### config.mk
export PLATFORM = sky130hd
export DESIGN_NAME = usb_uart_in_arb_flat
export DESIGN_NICKNAME = d
export VERILOG_FILES = /design/src/rtl/usb_uart_arb_pkg.sv /design/src/rtl/usb_uart_in_arb_if.sv /design/src/rtl/usb_rr_pick.sv /design/src/rtl/usb_uart_in_arb.sv /design/src/flat_wrapper.sv
export SDC_FILE = /design/constraint.sdc
export NUM_CORES = 1
export LEC_CHECK = 0
export BUFFER_PORTS_ARGS = -buffer_cell sky130_fd_sc_hd__buf_2
export CAP_MARGIN = 20
export CORE_MARGIN = 1
export CORE_UTILIZATION = 45
export CTS_BUF_LIST = sky130_fd_sc_hd__clkbuf_4
export DETAILED_ROUTE_END_ITERATION = 7
export HOLD_SLACK_MARGIN = 0.05
export PLACE_DENSITY = 0.79
export SYNTH_ARGS = -nofsm -noshare
export SYNTH_HDL_FRONTEND = slang
export SYNTH_SLANG_ARGS = --single-unit
### constraint.sdc
create_clock -name clk -period 3.9 [get_ports clk]
set_input_delay 0.39 -clock clk [delete_from_list [all_inputs] [get_ports clk]]
set_output_delay 0.39 -clock clk [all_outputs]
set_load 0.02 [all_outputs]
### src/rtl/usb_uart_arb_pkg.sv
// ============================================================================
// usb_uart_arb_pkg : shared types and width helpers for the USB IN arbiter
// Revision: 1.0
// ============================================================================
`default_nettype none

package usb_uart_arb_pkg;

    typedef enum logic [0:0] {
        ST_IDLE  = 1'b0,
        ST_GRANT = 1'b1
    } arb_state_e;

    localparam int BYTE_W = 8;

    // Owner index width; a single source still needs one bit to carry an index.
    function automatic int idx_w(input int n);
        return (n > 1) ? $clog2(n) : 1;
    endfunction

    // Counter width able to hold the value n itself.
    function automatic int cnt_w(input int n);
        return $clog2(n + 1);
    endfunction

endpackage

`default_nettype wire

### src/rtl/usb_uart_in_arb_if.sv
// ============================================================================
// usb_uart_in_arb_if : source-side and host-side byte handshakes of the arbiter
// Revision: 1.0
// ============================================================================
`default_nettype none

interface usb_uart_in_arb_if
    import usb_uart_arb_pkg::*;
#(
    parameter int NUM_SRC = 4
);
    localparam int OWN_W = idx_w(NUM_SRC);

    logic [BYTE_W*NUM_SRC-1:0] src_data;
    logic [NUM_SRC-1:0]        src_valid;
    logic [NUM_SRC-1:0]        src_last;
    logic [NUM_SRC-1:0]        src_ready;
    logic [BYTE_W-1:0]         uart_in_data;
    logic                      uart_in_valid;
    logic                      uart_in_ready;
    logic [OWN_W-1:0]          grant_id;
    logic                      busy;

    modport master (
        output src_data, src_valid, src_last, uart_in_ready,
        input  src_ready, uart_in_data, uart_in_valid, grant_id, busy
    );

    modport slave (
        input  src_data, src_valid, src_last, uart_in_ready,
        output src_ready, uart_in_data, uart_in_valid, grant_id, busy
    );

endinterface

`default_nettype wire

### src/rtl/usb_rr_pick.sv
// ============================================================================
// usb_rr_pick : rotate-priority encoder, first request strictly after ptr_i
// Revision: 1.0
// ============================================================================
`default_nettype none

module usb_rr_pick
    import usb_uart_arb_pkg::*;
#(
    parameter int NUM_SRC = 4,
    localparam int OWN_W  = idx_w(NUM_SRC)
) (
    input  logic [NUM_SRC-1:0] req_i,
    input  logic [OWN_W-1:0]   ptr_i,
    output logic [OWN_W-1:0]   idx_o,
    output logic               any_o
);

    logic [OWN_W-1:0] w_cand;

    // Walk ptr+1 .. ptr+NUM_SRC so the previous owner is considered last.
    always_comb begin
        idx_o  = '0;
        any_o  = 1'b0;
        w_cand = '0;
        for (int k = 1; k <= NUM_SRC; k++) begin
            w_cand = OWN_W'((int'(ptr_i) + k) % NUM_SRC);
            if (!any_o && req_i[w_cand]) begin
                any_o = 1'b1;
                idx_o = w_cand;
            end
        end
    end

endmodule

`default_nettype wire

### src/rtl/usb_uart_in_arb.sv
// ============================================================================
// usb_uart_in_arb : message-granular round-robin arbiter onto the USB IN pipe
// Revision: 1.0
// ============================================================================
`default_nettype none

module usb_uart_in_arb
    import usb_uart_arb_pkg::*;
#(
    parameter int NUM_SRC      = 4,
    parameter int MAX_BURST    = 64,
    parameter int IDLE_TIMEOUT = 16
) (
    input  logic             clk,
    input  logic             reset,
    usb_uart_in_arb_if.slave bus
);

    localparam int OWN_W   = idx_w(NUM_SRC);
    localparam int BURST_W = cnt_w(MAX_BURST);
    localparam int IDLE_W  = cnt_w(IDLE_TIMEOUT);

    localparam logic [BURST_W-1:0] BURST_LAST = BURST_W'(MAX_BURST - 1);
    localparam logic [BURST_W-1:0] BURST_MAX  = BURST_W'(MAX_BURST);
    localparam logic [IDLE_W-1:0]  IDLE_LAST  = IDLE_W'(IDLE_TIMEOUT - 1);
    localparam logic [IDLE_W-1:0]  IDLE_MAX   = IDLE_W'(IDLE_TIMEOUT);
    localparam logic [OWN_W-1:0]   PTR_RESET  = OWN_W'(NUM_SRC - 1);

    arb_state_e           state_q, state_d;
    logic [OWN_W-1:0]     owner_q, owner_d;
    logic [OWN_W-1:0]     rr_ptr_q, rr_ptr_d;
    logic [BURST_W-1:0]   burst_cnt_q, burst_cnt_d;
    logic [IDLE_W-1:0]    idle_cnt_q, idle_cnt_d;

    logic [BYTE_W-1:0]    w_bytes [NUM_SRC];
    logic [OWN_W-1:0]     w_pick;
    logic                 w_any;
    logic                 w_active;
    logic                 w_own_valid;
    logic                 w_own_last;
    logic                 w_valid;
    logic                 w_xfer;
    logic                 w_release;

    generate
        for (genvar i = 0; i < NUM_SRC; i++) begin : g_unpack
            assign w_bytes[i] = bus.src_data[BYTE_W*i +: BYTE_W];
        end
    endgenerate

    usb_rr_pick #(
        .NUM_SRC (NUM_SRC)
    ) u_pick (
        .req_i   (bus.src_valid),
        .ptr_i   (rr_ptr_q),
        .idx_o   (w_pick),
        .any_o   (w_any)
    );

    // Reset gates the pass-through so an aborted grant cannot complete a byte.
    assign w_active    = (state_q == ST_GRANT) && !reset;
    assign w_own_valid = bus.src_valid[owner_q];
    assign w_own_last  = bus.src_last[owner_q];
    assign w_valid     = w_active && w_own_valid;
    assign w_xfer      = w_valid && bus.uart_in_ready;

    assign bus.uart_in_valid = w_valid;
    assign bus.uart_in_data  = w_active ? w_bytes[owner_q] : '0;
    assign bus.busy          = w_active;
    assign bus.grant_id      = owner_q;

    generate
        for (genvar i = 0; i < NUM_SRC; i++) begin : g_ready
            assign bus.src_ready[i] = w_active && (owner_q == OWN_W'(i)) && bus.uart_in_ready;
        end
    endgenerate

    always_comb begin
        state_d     = state_q;
        owner_d     = owner_q;
        rr_ptr_d    = rr_ptr_q;
        burst_cnt_d = burst_cnt_q;
        idle_cnt_d  = idle_cnt_q;
        w_release   = 1'b0;

        case (state_q)
            ST_IDLE: begin
                if (w_any) begin
                    owner_d = w_pick;
                    state_d = ST_GRANT;
                end
            end

            ST_GRANT: begin
                w_release = (w_xfer && w_own_last)
                         || (w_xfer && (burst_cnt_q == BURST_LAST))
                         || (!w_own_valid && (idle_cnt_q == IDLE_LAST));
                if (w_release) begin
                    state_d     = ST_IDLE;
                    rr_ptr_d    = owner_q;
                    burst_cnt_d = '0;
                    idle_cnt_d  = '0;
                end else if (w_xfer) begin
                    burst_cnt_d = (burst_cnt_q == BURST_MAX) ? burst_cnt_q : burst_cnt_q + 1'b1;
                    idle_cnt_d  = '0;
                end else if (!w_own_valid) begin
                    // Host backpressure holds the count; only a silent owner ages.
                    idle_cnt_d  = (idle_cnt_q == IDLE_MAX) ? idle_cnt_q : idle_cnt_q + 1'b1;
                end
            end

            default: begin
                state_d = ST_IDLE;
            end
        endcase
    end

    always_ff @(posedge clk) begin
        if (reset) begin
            state_q     <= ST_IDLE;
            owner_q     <= '0;
            rr_ptr_q    <= PTR_RESET;
            burst_cnt_q <= '0;
            idle_cnt_q  <= '0;
        end else begin
            state_q     <= state_d;
            owner_q     <= owner_d;
            rr_ptr_q    <= rr_ptr_d;
            burst_cnt_q <= burst_cnt_d;
            idle_cnt_q  <= idle_cnt_d;
        end
    end

endmodule

`default_nettype wire

### src/flat_wrapper.sv
// flat-port wrapper written by rule: the top's interface ports become plain ports
module usb_uart_in_arb_flat import usb_uart_arb_pkg::*;
#(
    parameter int NUM_SRC      = 4,
    parameter int MAX_BURST    = 64,
    parameter int IDLE_TIMEOUT = 16
)
  (clk, reset, bus_src_data, bus_src_valid, bus_src_last, bus_uart_in_ready, bus_src_ready, bus_uart_in_data, bus_uart_in_valid, bus_grant_id, bus_busy);
  usb_uart_in_arb_if #(.NUM_SRC(NUM_SRC)) bus_i ();
  input  logic clk;
  input  logic reset;
  input wire logic [$bits(bus_i.src_data)-1:0] bus_src_data;
  input wire logic [$bits(bus_i.src_valid)-1:0] bus_src_valid;
  input wire logic [$bits(bus_i.src_last)-1:0] bus_src_last;
  input wire logic [$bits(bus_i.uart_in_ready)-1:0] bus_uart_in_ready;
  output wire logic [$bits(bus_i.src_ready)-1:0] bus_src_ready;
  output wire logic [$bits(bus_i.uart_in_data)-1:0] bus_uart_in_data;
  output wire logic [$bits(bus_i.uart_in_valid)-1:0] bus_uart_in_valid;
  output wire logic [$bits(bus_i.grant_id)-1:0] bus_grant_id;
  output wire logic [$bits(bus_i.busy)-1:0] bus_busy;
  assign bus_i.src_data = bus_src_data;
  assign bus_i.src_valid = bus_src_valid;
  assign bus_i.src_last = bus_src_last;
  assign bus_i.uart_in_ready = bus_uart_in_ready;
  assign bus_src_ready = bus_i.src_ready;
  assign bus_uart_in_data = bus_i.uart_in_data;
  assign bus_uart_in_valid = bus_i.uart_in_valid;
  assign bus_grant_id = bus_i.grant_id;
  assign bus_busy = bus_i.busy;
  usb_uart_in_arb #(.NUM_SRC(NUM_SRC), .MAX_BURST(MAX_BURST), .IDLE_TIMEOUT(IDLE_TIMEOUT)) u_core (.clk(clk), .reset(reset), .bus(bus_i));
endmodule
==> run summary, run 1 <==
Status: complete, no violations
Startpoint types: flip-flop
DP Area: 0.00172 sq mm
Total chip power: 410 uW
# diodes: 0
Setup Skew: 0.0101 ns
Vias: 1526
Synthesis warning total: 0
DIE AREA: 0.00340 sq mm
Slew HR: 44.7%
CTS Sinks: 17
Largest net degree at the start of global routing: 24
FF+latch count, synth: 17
Drt initial violations: 81
Layout area overhead: 22.6%
# hold bufs at CTS: 0
Max-cap violations: 0
Setup total negative slack: 0 ns
CTS H-Tree Depth: 1
Ports: 59
Die width: 58.3 microns
Pwr dens: 234 mW/mm^2
TritonCTS clock tree: done
Multi-input logic area: 988 sq um
Req. time, crit path: 3.51 ns
Leading area contributor after synthesis: dfxtp_1
Starting density of the core: 47.1%
Max VDD drop: 0.000142 V
Fmax: 366 MHz
Filler cell count: 293
GP Congestion: 0.936
Leading cell type in the layout, fill and taps excluded: buf_2
Vias in the first global route: 1309
Final Cycle Share: 70.0%
EDFF count, synth: 0
Period minus WS final: 2.73 ns
Largest cells by area after synthesis: dfxtp_1 (24%), mux4_2 (13%), and3_1 (5.3%)
Worst-path clk slew: 0.11 ns
Cell count after synthesis: 163
Commonest cells after routing, fill and taps aside: buf_2 (58), dfxtp_1 (17), nor2_1 (15)
Chip height: 58.3 microns
Cts repair resizes: 0
I/O Buffers: 58
WP data arrival: 2.34 ns
First-pass GRT wire length: 6.22 mm
Post-DR wirelength/cell: 15.0 microns
WL final: 3.88 mm
Final hold violations: 0
CP Max Fanout: 17
RSZ-0062 raised after global routing: false
Critical path type: flip-flop to output pin
DP HPWL: 2.95 mm
Mapped Avg Cell Area: 8.76 sq um
Clk Latency, worst-skew pair: 0.30 ns
Leak: 0.769 nW
Slew @ Worst Pin: 0.828 ns
Top_reg_cell synth: dfxtp_1
Yosys cell types: 42
Final setup viols: 0
Slew Viols, Final: 0
Post-CTS setup buffer count: 0
DRC violations left: 0
Inserted Clock Buffers: 3
DR WL met3: 292 microns
Initial antenna violation count: 0
Routed length on met1: 1.64 mm
Flip-flop and latch area: 340 sq um
Origin of the critical flop-to-flop path: u_core.bus.grant_id[0]
Fin area: 0.00175 sq mm
CTS root buf: clkbuf_4
Net Count, Synth: 211
Core Area: 0.00303 sq mm
Crit. Startpoint: u_core.bus.grant_id[0]
DR WL met2: 1.90 mm
Clock Path Buffers: 2
Sequential area share after synthesis: 23.8%
Final core occ: 57.8%
Drt pass-1 iters: 4
Vias/cell: 5.89
Share of layout cells above drive strength 1: 34.0%
NumNets Final: 264
Std-Cell Rows: 20
Post-route ant nets: 0
Ys async rst share: 0%
Max Used Layer: met4
GRT Total Usage: 23.9%
Hold_sp: reset
Cell area after synthesis: 0.00143 sq mm
Hold Slack: 0.439 ns
Crit path capture type: output pin
Top-area cell type share of the netlist area: 23.8%
GR Overflow Total: 0
Hold Path Class: input port to flip-flop
area by class of cell:
cell class              instances  area share, %
clock buffers                   3           1.29
clock inverters                 1          0.286
inverters                      11           2.36
multi-input cells             124           56.5
flip-flops and latches         17           19.4
well taps                      44           3.15
repair buffers                 59           17.0
final timing paths:
path / to / slack, ns / depth (start not counted)
worst max register to register: u_core.state_q / 1.38 / 4
worst max-delay path: bus_uart_in_valid / 1.17 / 3
worst min-delay path: u_core.idle_cnt_q[2] / 0.44 / 2
worst min register to register: u_core.idle_cnt_q[4] / 0.50 / 2
kinds of logic after synthesis:
kind of cell    after synthesis  synth area share (%)
simple gates                 69                  28.0
compound gates               35                  16.3
buf+inv                      22                  6.92
flops                        17                  23.8
mux                          14                  20.0
fa+ha+maj                     5                  4.38
xor+xnor                      1                 0.614
sequential cells by signal, summed over array words and instances (netlist names):
| register | cells |
|---|---|
| u_core.idle_cnt_q | 5 |
| u_core.rr_ptr_q | 2 |
| u_core.state_q | 1 |
| u_core.burst_cnt_q | 7 |
| u_core.bus.grant_id | 2 |
synth_stat cells, types with 2 or more instances:
master / instances
a211o_1: 2
a21oi_1: 8
a31oi_1: 6
and3_1: 12
buf_6: 2
clkbuf_1: 8
dfxtp_1: 17
ha_1: 5
inv_1: 11
mux2i_1: 3
mux4_1: 2
mux4_2: 8
nand2_1: 7
nand2b_1: 5
nand3_1: 4
nand3b_1: 2
nand4_1: 3
nor2_1: 15
nor3_1: 3
nor3b_1: 2
o2111ai_1: 3
o211ai_1: 2
o21ai_0: 6
o41ai_1: 2
or3_1: 8
metrics by stage:
step / cells / worst slack, ns
2_1_floorplan: 163 / 1.74
5_1_grt: 259 / 1.03
6_report: 259 / 1.17
3_3_place_gp: 255 / 1.44
3_5_place_dp: 255 / 1.37
4_1_cts: 259 / 1.17
report_power, final:
group	total [mW]	switching [mW]	leakage (nW)	internal (mW)
logic	0.119	0.0596	0.613	0.0593
clock network	0.0989	0.0607	0.0177	0.0382
registers	0.192	0.0135	0.138	0.179
worst max-delay path, stage by stage, from the launching register on:
cell,delay [ns]
dfxtp_1,0.88
mux4_2,0.76
and3_1,0.25
buf_2,0.16
metal layers:
layer | GRT usage (%) | vias to the layer above
li1 | - | 730
met1 | 32.0 | 722
met2 | 39.7 | 68
met3 | 5.49 | 6
met4 | 4.76 | 0
met5 | 0 | -
Note: power is estimated with default switching activity, not from simulation.
==> run 2: changes to the inputs <==
--- a/config.mk
+++ b/config.mk
@@ -12,7 +12,7 @@
 export CTS_BUF_LIST = sky130_fd_sc_hd__clkbuf_4
 export DETAILED_ROUTE_END_ITERATION = 7
 export HOLD_SLACK_MARGIN = 0.05
-export PLACE_DENSITY = 0.79
+export PLACE_DENSITY = 0.82
 export SYNTH_ARGS = -nofsm -noshare
 export SYNTH_HDL_FRONTEND = slang
 export SYNTH_SLANG_ARGS = --single-unit
==> constraint.sdc (replaced) <==
create_clock -name clk -period 2.3 [get_ports clk]
set_input_delay 0.23 -clock clk [delete_from_list [all_inputs] [get_ports clk]]
set_output_delay 0.23 -clock clk [all_outputs]
set_load 0.02 [all_outputs]
==> run summary, run 2 (synthesized netlist as in run 1, its figures left out) <==
CP Max Fanout: 9 (-8)
DIE AREA: 0.00340 sq mm (unchanged)
DP HPWL: 2.93 mm (-0.55%)
RSZ-0062 raised after global routing: false
CP Buf/Inv Count: 2 (+1)
WHS Endpoint: u_core.idle_cnt_q[2]
Drt initial violations: 67 (-17%)
Setup WS pre-CTS: 0.269 ns (-1.10 ns)
CP Cell Sequence: buf_4 > mux4_1 > and3_1 > buf_2
Slew HR: 49.5% (+4.8 points)
WP data arrival: 1.83 ns (-0.51 ns)
Setup Skew: 0.00147 ns (-0.00859 ns)
Slowest-stage cell, CP: mux4_1
Max reg flops: 7 (unchanged)
Final setup viols: 0 (unchanged)
Status: complete, no violations
Post-CTS setup buffer count: 0 (unchanged)
Layout area overhead: 24.4%
Startpoint types: flip-flop
GR Overflow Total: 0 (unchanged)
Drt pass-1 iters: 4 (unchanged)
Std-Cell Rows: 20 (unchanged)
I/O Buffers: 58 (unchanged)
Leak: 0.785 nW (+2.1%)
Filler cell count: 280 (-4.4%)
Commonest cells after routing, fill and taps aside: buf_2 (58), dfxtp_1 (17), nor2_1 (15)
Slew Viols, Final: 0 (unchanged)
CTS Sinks: 17 (unchanged)
PnR worst setup slack: 0.243 ns (-0.929 ns)
Clock Path Buffers: 2 (unchanged)
Period minus WS final: 2.06 ns
Vias: 1467 (-3.9%)
DP Area: 0.00175 sq mm (+1.3%)
Pwr dens: 400 mW/mm^2 (+71%)
Hold_sp: reset
Cts repair resizes: 0 (unchanged)
Crit path capture type: output pin
Worst R2R Setup Slack: 0.26 ns (-1.12 ns)
Final Cycle Share: 89.4%
Largest regs: u_core.burst_cnt_q (7), u_core.idle_cnt_q (5)
WL final: 3.64 mm (-6.1%)
R2R depth: 7 (+3)
Critical path type: flip-flop to output pin
# hold bufs at CTS: 0 (unchanged)
Largest Register: u_core.burst_cnt_q
Vias in the first global route: 1389 (+6.1%)
Hold Path Class: input port to flip-flop
Origin of the critical flop-to-flop path: u_core.idle_cnt_q[0]
Fmax: 486 MHz
Die width: 58.3 microns (unchanged)
Delay-heaviest family, CP: multiplexers
Req. time, crit path: 2.07 ns (-1.44 ns)
Final core occ: 58.6% (+0.83 points)
CTS root buf: clkbuf_4
Post-DR wirelength/cell: 13.9 microns (-7.1%)
TritonCTS clock tree: done
Max incr delay on CP: 0.56 ns (-0.32 ns)
CTS H-Tree Depth: 1 (unchanged)
Share of layout cells above drive strength 1: 34.9% (+0.91 points)
Max VDD drop: 0.000291 V (+110%)
NumNets Final: 267 (+1.1%)
Hold path cells: 2 (unchanged)
Chip height: 58.3 microns (unchanged)
Worst-path clk slew: 0.10 ns (about the same)
Inserted Clock Buffers: 3 (unchanged)
Setup total negative slack: 0 ns (unchanged)
Max-cap violations: 0 (unchanged)
Post-route ant nets: 0 (unchanged)
# diodes: 0 (unchanged)
Initial antenna violation count: 0 (unchanged)
First-pass GRT wire length: 6.41 mm (+3.0%)
Fin area: 0.00178 sq mm (+1.4%)
Clk Latency, worst-skew pair: 0.29 ns (about the same)
Slew @ Worst Pin: 0.751 ns (-0.0771 ns)
Largest net degree at the start of global routing: 18 (-25%)
Leading cell type in the layout, fill and taps excluded: buf_2
GRT Total Usage: 24.4% (+0.56 points)
Ports: 59 (unchanged)
DRC violations left: 0 (unchanged)
Final hold violations: 0 (unchanged)
Vias/cell: 5.60 (-5.0%)
Core Area: 0.00303 sq mm (unchanged)
Starting density of the core: 47.1% (unchanged)
FF-to-FF End: u_core.state_q
GP Congestion: 0.817 (-13%)
[run 2: how the worst max path moves through the flow]
stage | to | cells past startpoint | startpoint | slack, ns
after global routing | u_core.burst_cnt_q[2] | 7 | u_core.idle_cnt_q[0] | 0.1
after floorplan | u_core.idle_cnt_q[3] | 6 | u_core.bus.grant_id[0] | 0.30
final | bus_uart_in_data[6] | 4 | u_core.bus.grant_id[0] | 0.24
after CTS | bus_uart_in_data[6] | 4 | u_core.bus.grant_id[0] | 0.23
after global placement | u_core.state_q | 4 | u_core.bus.grant_id[0] | 0.36
after detailed placement | u_core.state_q | 7 | u_core.idle_cnt_q[0] | 0.27
[run 2: routing by layer]
layer	global-route usage [%]	share of wire [%]	vias up
li1	-	-	739
met4	3.06	0.11	0
met3	5.27	4.0	2
met2	42.7	50	35
met5	0	0	-
met1	32.0	46	691
[run 2: per-stage QoR]
stage	total power [mW]	instances	hold WS (ns)
global route	0.754	262	0.280
detailed placement	0.540	258	0.469
finish	0.710	262	0.286
CTS	0.710	262	0.281
global placement	0.534	258	0.466
floorplan	0.467	163	0.337
[run 2: layout make-up]
type / count / area (sq um) / share of cell area [%]
Clock buffer: 4 / 30.0 / 1.69
Inverter: 11 / 41.3 / 2.33
Multi-Input combinational cell: 124 / 988 / 55.7
Sequential cell: 17 / 340 / 19.2
Tap cell: 44 / 55.1 / 3.10
Timing Repair Buffer: 62 / 320 / 18.0
[run 2: report_power, final]
group | leakage [nW] | switching, mW | internal [mW]
clock network | 0.0184 | 0.0978 | 0.0793
logic | 0.629 | 0.110 | 0.106
registers | 0.138 | 0.0136 | 0.304
total | 0.785 | 0.221 | 0.489
==> run 3: changes to the inputs <==
--- a/config.mk
+++ b/config.mk
@@ -13,6 +13,7 @@
 export DETAILED_ROUTE_END_ITERATION = 7
 export HOLD_SLACK_MARGIN = 0.05
 export PLACE_DENSITY = 0.82
+export RECOVER_POWER = 50
 export SYNTH_ARGS = -nofsm -noshare
 export SYNTH_HDL_FRONTEND = slang
 export SYNTH_SLANG_ARGS = --single-unit
==> run summary, run 3 (synthesized netlist as in run 1, its figures left out) <==
Status: complete, no violations
Share of layout cells above drive strength 1: 31.7% (-3.2 points)
Largest Register: u_core.burst_cnt_q
Chip height: 58.3 microns (unchanged)
Largest net degree at the start of global routing: 18 (unchanged)
CP Buf/Inv Count: 2 (unchanged)
Final setup viols: 0 (unchanged)
DRC violations left: 0 (unchanged)
CP Max Fanout: 9 (unchanged)
Largest regs: u_core.burst_cnt_q (7), u_core.idle_cnt_q (5)
Post-route ant nets: 0 (unchanged)
I/O Buffers: 58 (unchanged)
Max reg flops: 7 (unchanged)
Drt pass-1 iters: 4 (unchanged)
Max VDD drop: 0.000292 V (+0.12%)
Final hold violations: 0 (unchanged)
Std-Cell Rows: 20 (unchanged)
Delay-heaviest family, CP: multiplexers
Period minus WS final: 2.06 ns (+0.00471 ns)
Die width: 58.3 microns (unchanged)
Pwr dens: 404 mW/mm^2 (+0.94%)
Fin area: 0.00176 sq mm (-0.85%)
CTS Sinks: 17 (unchanged)
GP Congestion: 0.817 (unchanged)
Starting density of the core: 47.1% (unchanged)
Commonest cells after routing, fill and taps aside: buf_2 (51), dfxtp_1 (17), nor2_1 (15)
Startpoint types: flip-flop
Max incr delay on CP: 0.56 ns (about the same)
Initial antenna violation count: 0 (unchanged)
Slew @ Worst Pin: 0.690 ns (-0.0613 ns)
Cts repair resizes: 0 (unchanged)
CTS H-Tree Depth: 1 (unchanged)
Vias/cell: 5.58 (-0.41%)
GRT Total Usage: 24.4% (unchanged)
Final Cycle Share: 89.7% (+0.20 points)
Leak: 0.756 nW (-3.7%)
# diodes: 0 (unchanged)
GR Overflow Total: 0 (unchanged)
Slew HR: 53.6% (+4.1 points)
WL final: 3.67 mm (+0.63%)
Hold path cells: 4 (+2)
DIE AREA: 0.00340 sq mm (unchanged)
FF-to-FF End: u_core.state_q
WP data arrival: 1.83 ns (about the same)
Total chip power: 710 uW (about the same)
Hold_sp: bus_uart_in_ready
# hold bufs at CTS: 0 (unchanged)
Post-DR wirelength/cell: 14.0 microns (+0.63%)
Req. time, crit path: 2.07 ns (about the same)
Setup Skew: 0.000475 ns (-0.000999 ns)
Origin of the critical flop-to-flop path: u_core.idle_cnt_q[0]
Ports: 59 (unchanged)
Slew Viols, Final: 0 (unchanged)
Vias in the first global route: 1389 (unchanged)
DP Area: 0.00175 sq mm (unchanged)
DP HPWL: 2.93 mm (unchanged)
Worst-path clk slew: 0.10 ns (about the same)
Leading cell type in the layout, fill and taps excluded: buf_2
First-pass GRT wire length: 6.41 mm (unchanged)
Crit path capture type: output pin
Drt initial violations: 62 (-7.5%)
Vias: 1461 (-0.41%)
Slowest-stage cell, CP: mux4_1
Post-CTS setup buffer count: 0 (unchanged)
CP Cell Sequence: buf_4 > mux4_1 > and3_1 > buf_2
Core Area: 0.00303 sq mm (unchanged)
Clock Path Buffers: 2 (unchanged)
Critical path type: flip-flop to output pin
Setup total negative slack: 0 ns (unchanged)
Layout area overhead: 23.3%
CTS root buf: clkbuf_4
TritonCTS clock tree: done
Max-cap violations: 0 (unchanged)
Worst R2R Setup Slack: 0.26 ns (about the same)
Hold Slack: 0.282 ns (-0.00355 ns)
Fmax: 485 MHz (-0.23%)
WHS Endpoint: u_core.idle_cnt_q[3]
NumNets Final: 267 (unchanged)
RSZ-0062 raised after global routing: false
Hold Path Class: input port to flip-flop
Inserted Clock Buffers: 3 (unchanged)
Clk Latency, worst-skew pair: 0.30 ns (about the same)
R2R depth: 7 (unchanged)
-- run 3: final cells by class --
| cell class | instances | area, sq um |
|---|---|---|
| Tap cell | 44 | 55.1 |
| Sequential cell | 17 | 340 |
| Inverter | 11 | 41.3 |
| Fill cell | 286 | 1270 |
| Multi-Input combinational cell | 124 | 982 |
| Clock buffer | 4 | 30.0 |
| Timing Repair Buffer | 62 | 312 |
-- run 3: metal layers --
layer | track usage (%) | share of wire (%) | up-vias
met4 | 3.06 | 0.25 | 0
met2 | 42.7 | 49 | 32
met3 | 5.27 | 4.3 | 4
met1 | 32.0 | 46 | 689
li1 | - | - | 736
met5 | 0 | 0 | -
-- run 3: how the worst max path moves through the flow --
stage,startpoint,end,slack [ns],depth (start not counted)
3_3_place_gp,u_core.bus.grant_id[0],u_core.state_q,0.36,4
5_1_grt,u_core.idle_cnt_q[0],u_core.burst_cnt_q[2],0.1,7
6_report,u_core.bus.grant_id[0],bus_uart_in_data[6],0.24,4
3_5_place_dp,u_core.idle_cnt_q[0],u_core.state_q,0.27,7
2_1_floorplan,u_core.bus.grant_id[0],u_core.idle_cnt_q[3],0.30,6
4_1_cts,u_core.bus.grant_id[0],bus_uart_in_data[6],0.23,4
-- run 3: metrics by stage --
step,std cells,utilization [%],worst slack (ns)
after floorplan,163,-,0.303
after global placement,258,57.6,0.357
after detailed placement,258,57.6,0.269
after CTS,262,58.6,0.226
after global routing,262,58.1,0.0955
final,262,58.1,0.238
-- run 3: where the power goes --
part	total, mW	switching, mW	leakage, nW	internal (mW)
Sequential	0.317	0.0139	0.138	0.304
Clock	0.181	0.101	0.0184	0.0794
Combinational	0.212	0.109	0.599	0.103
-- run 3: tightest hold or removal path, cell delays in order --
cell and delay, ns:
buf_2 0.11, nand2_1 0.05, o21ai_0 0.07, a311oi_1 0.09
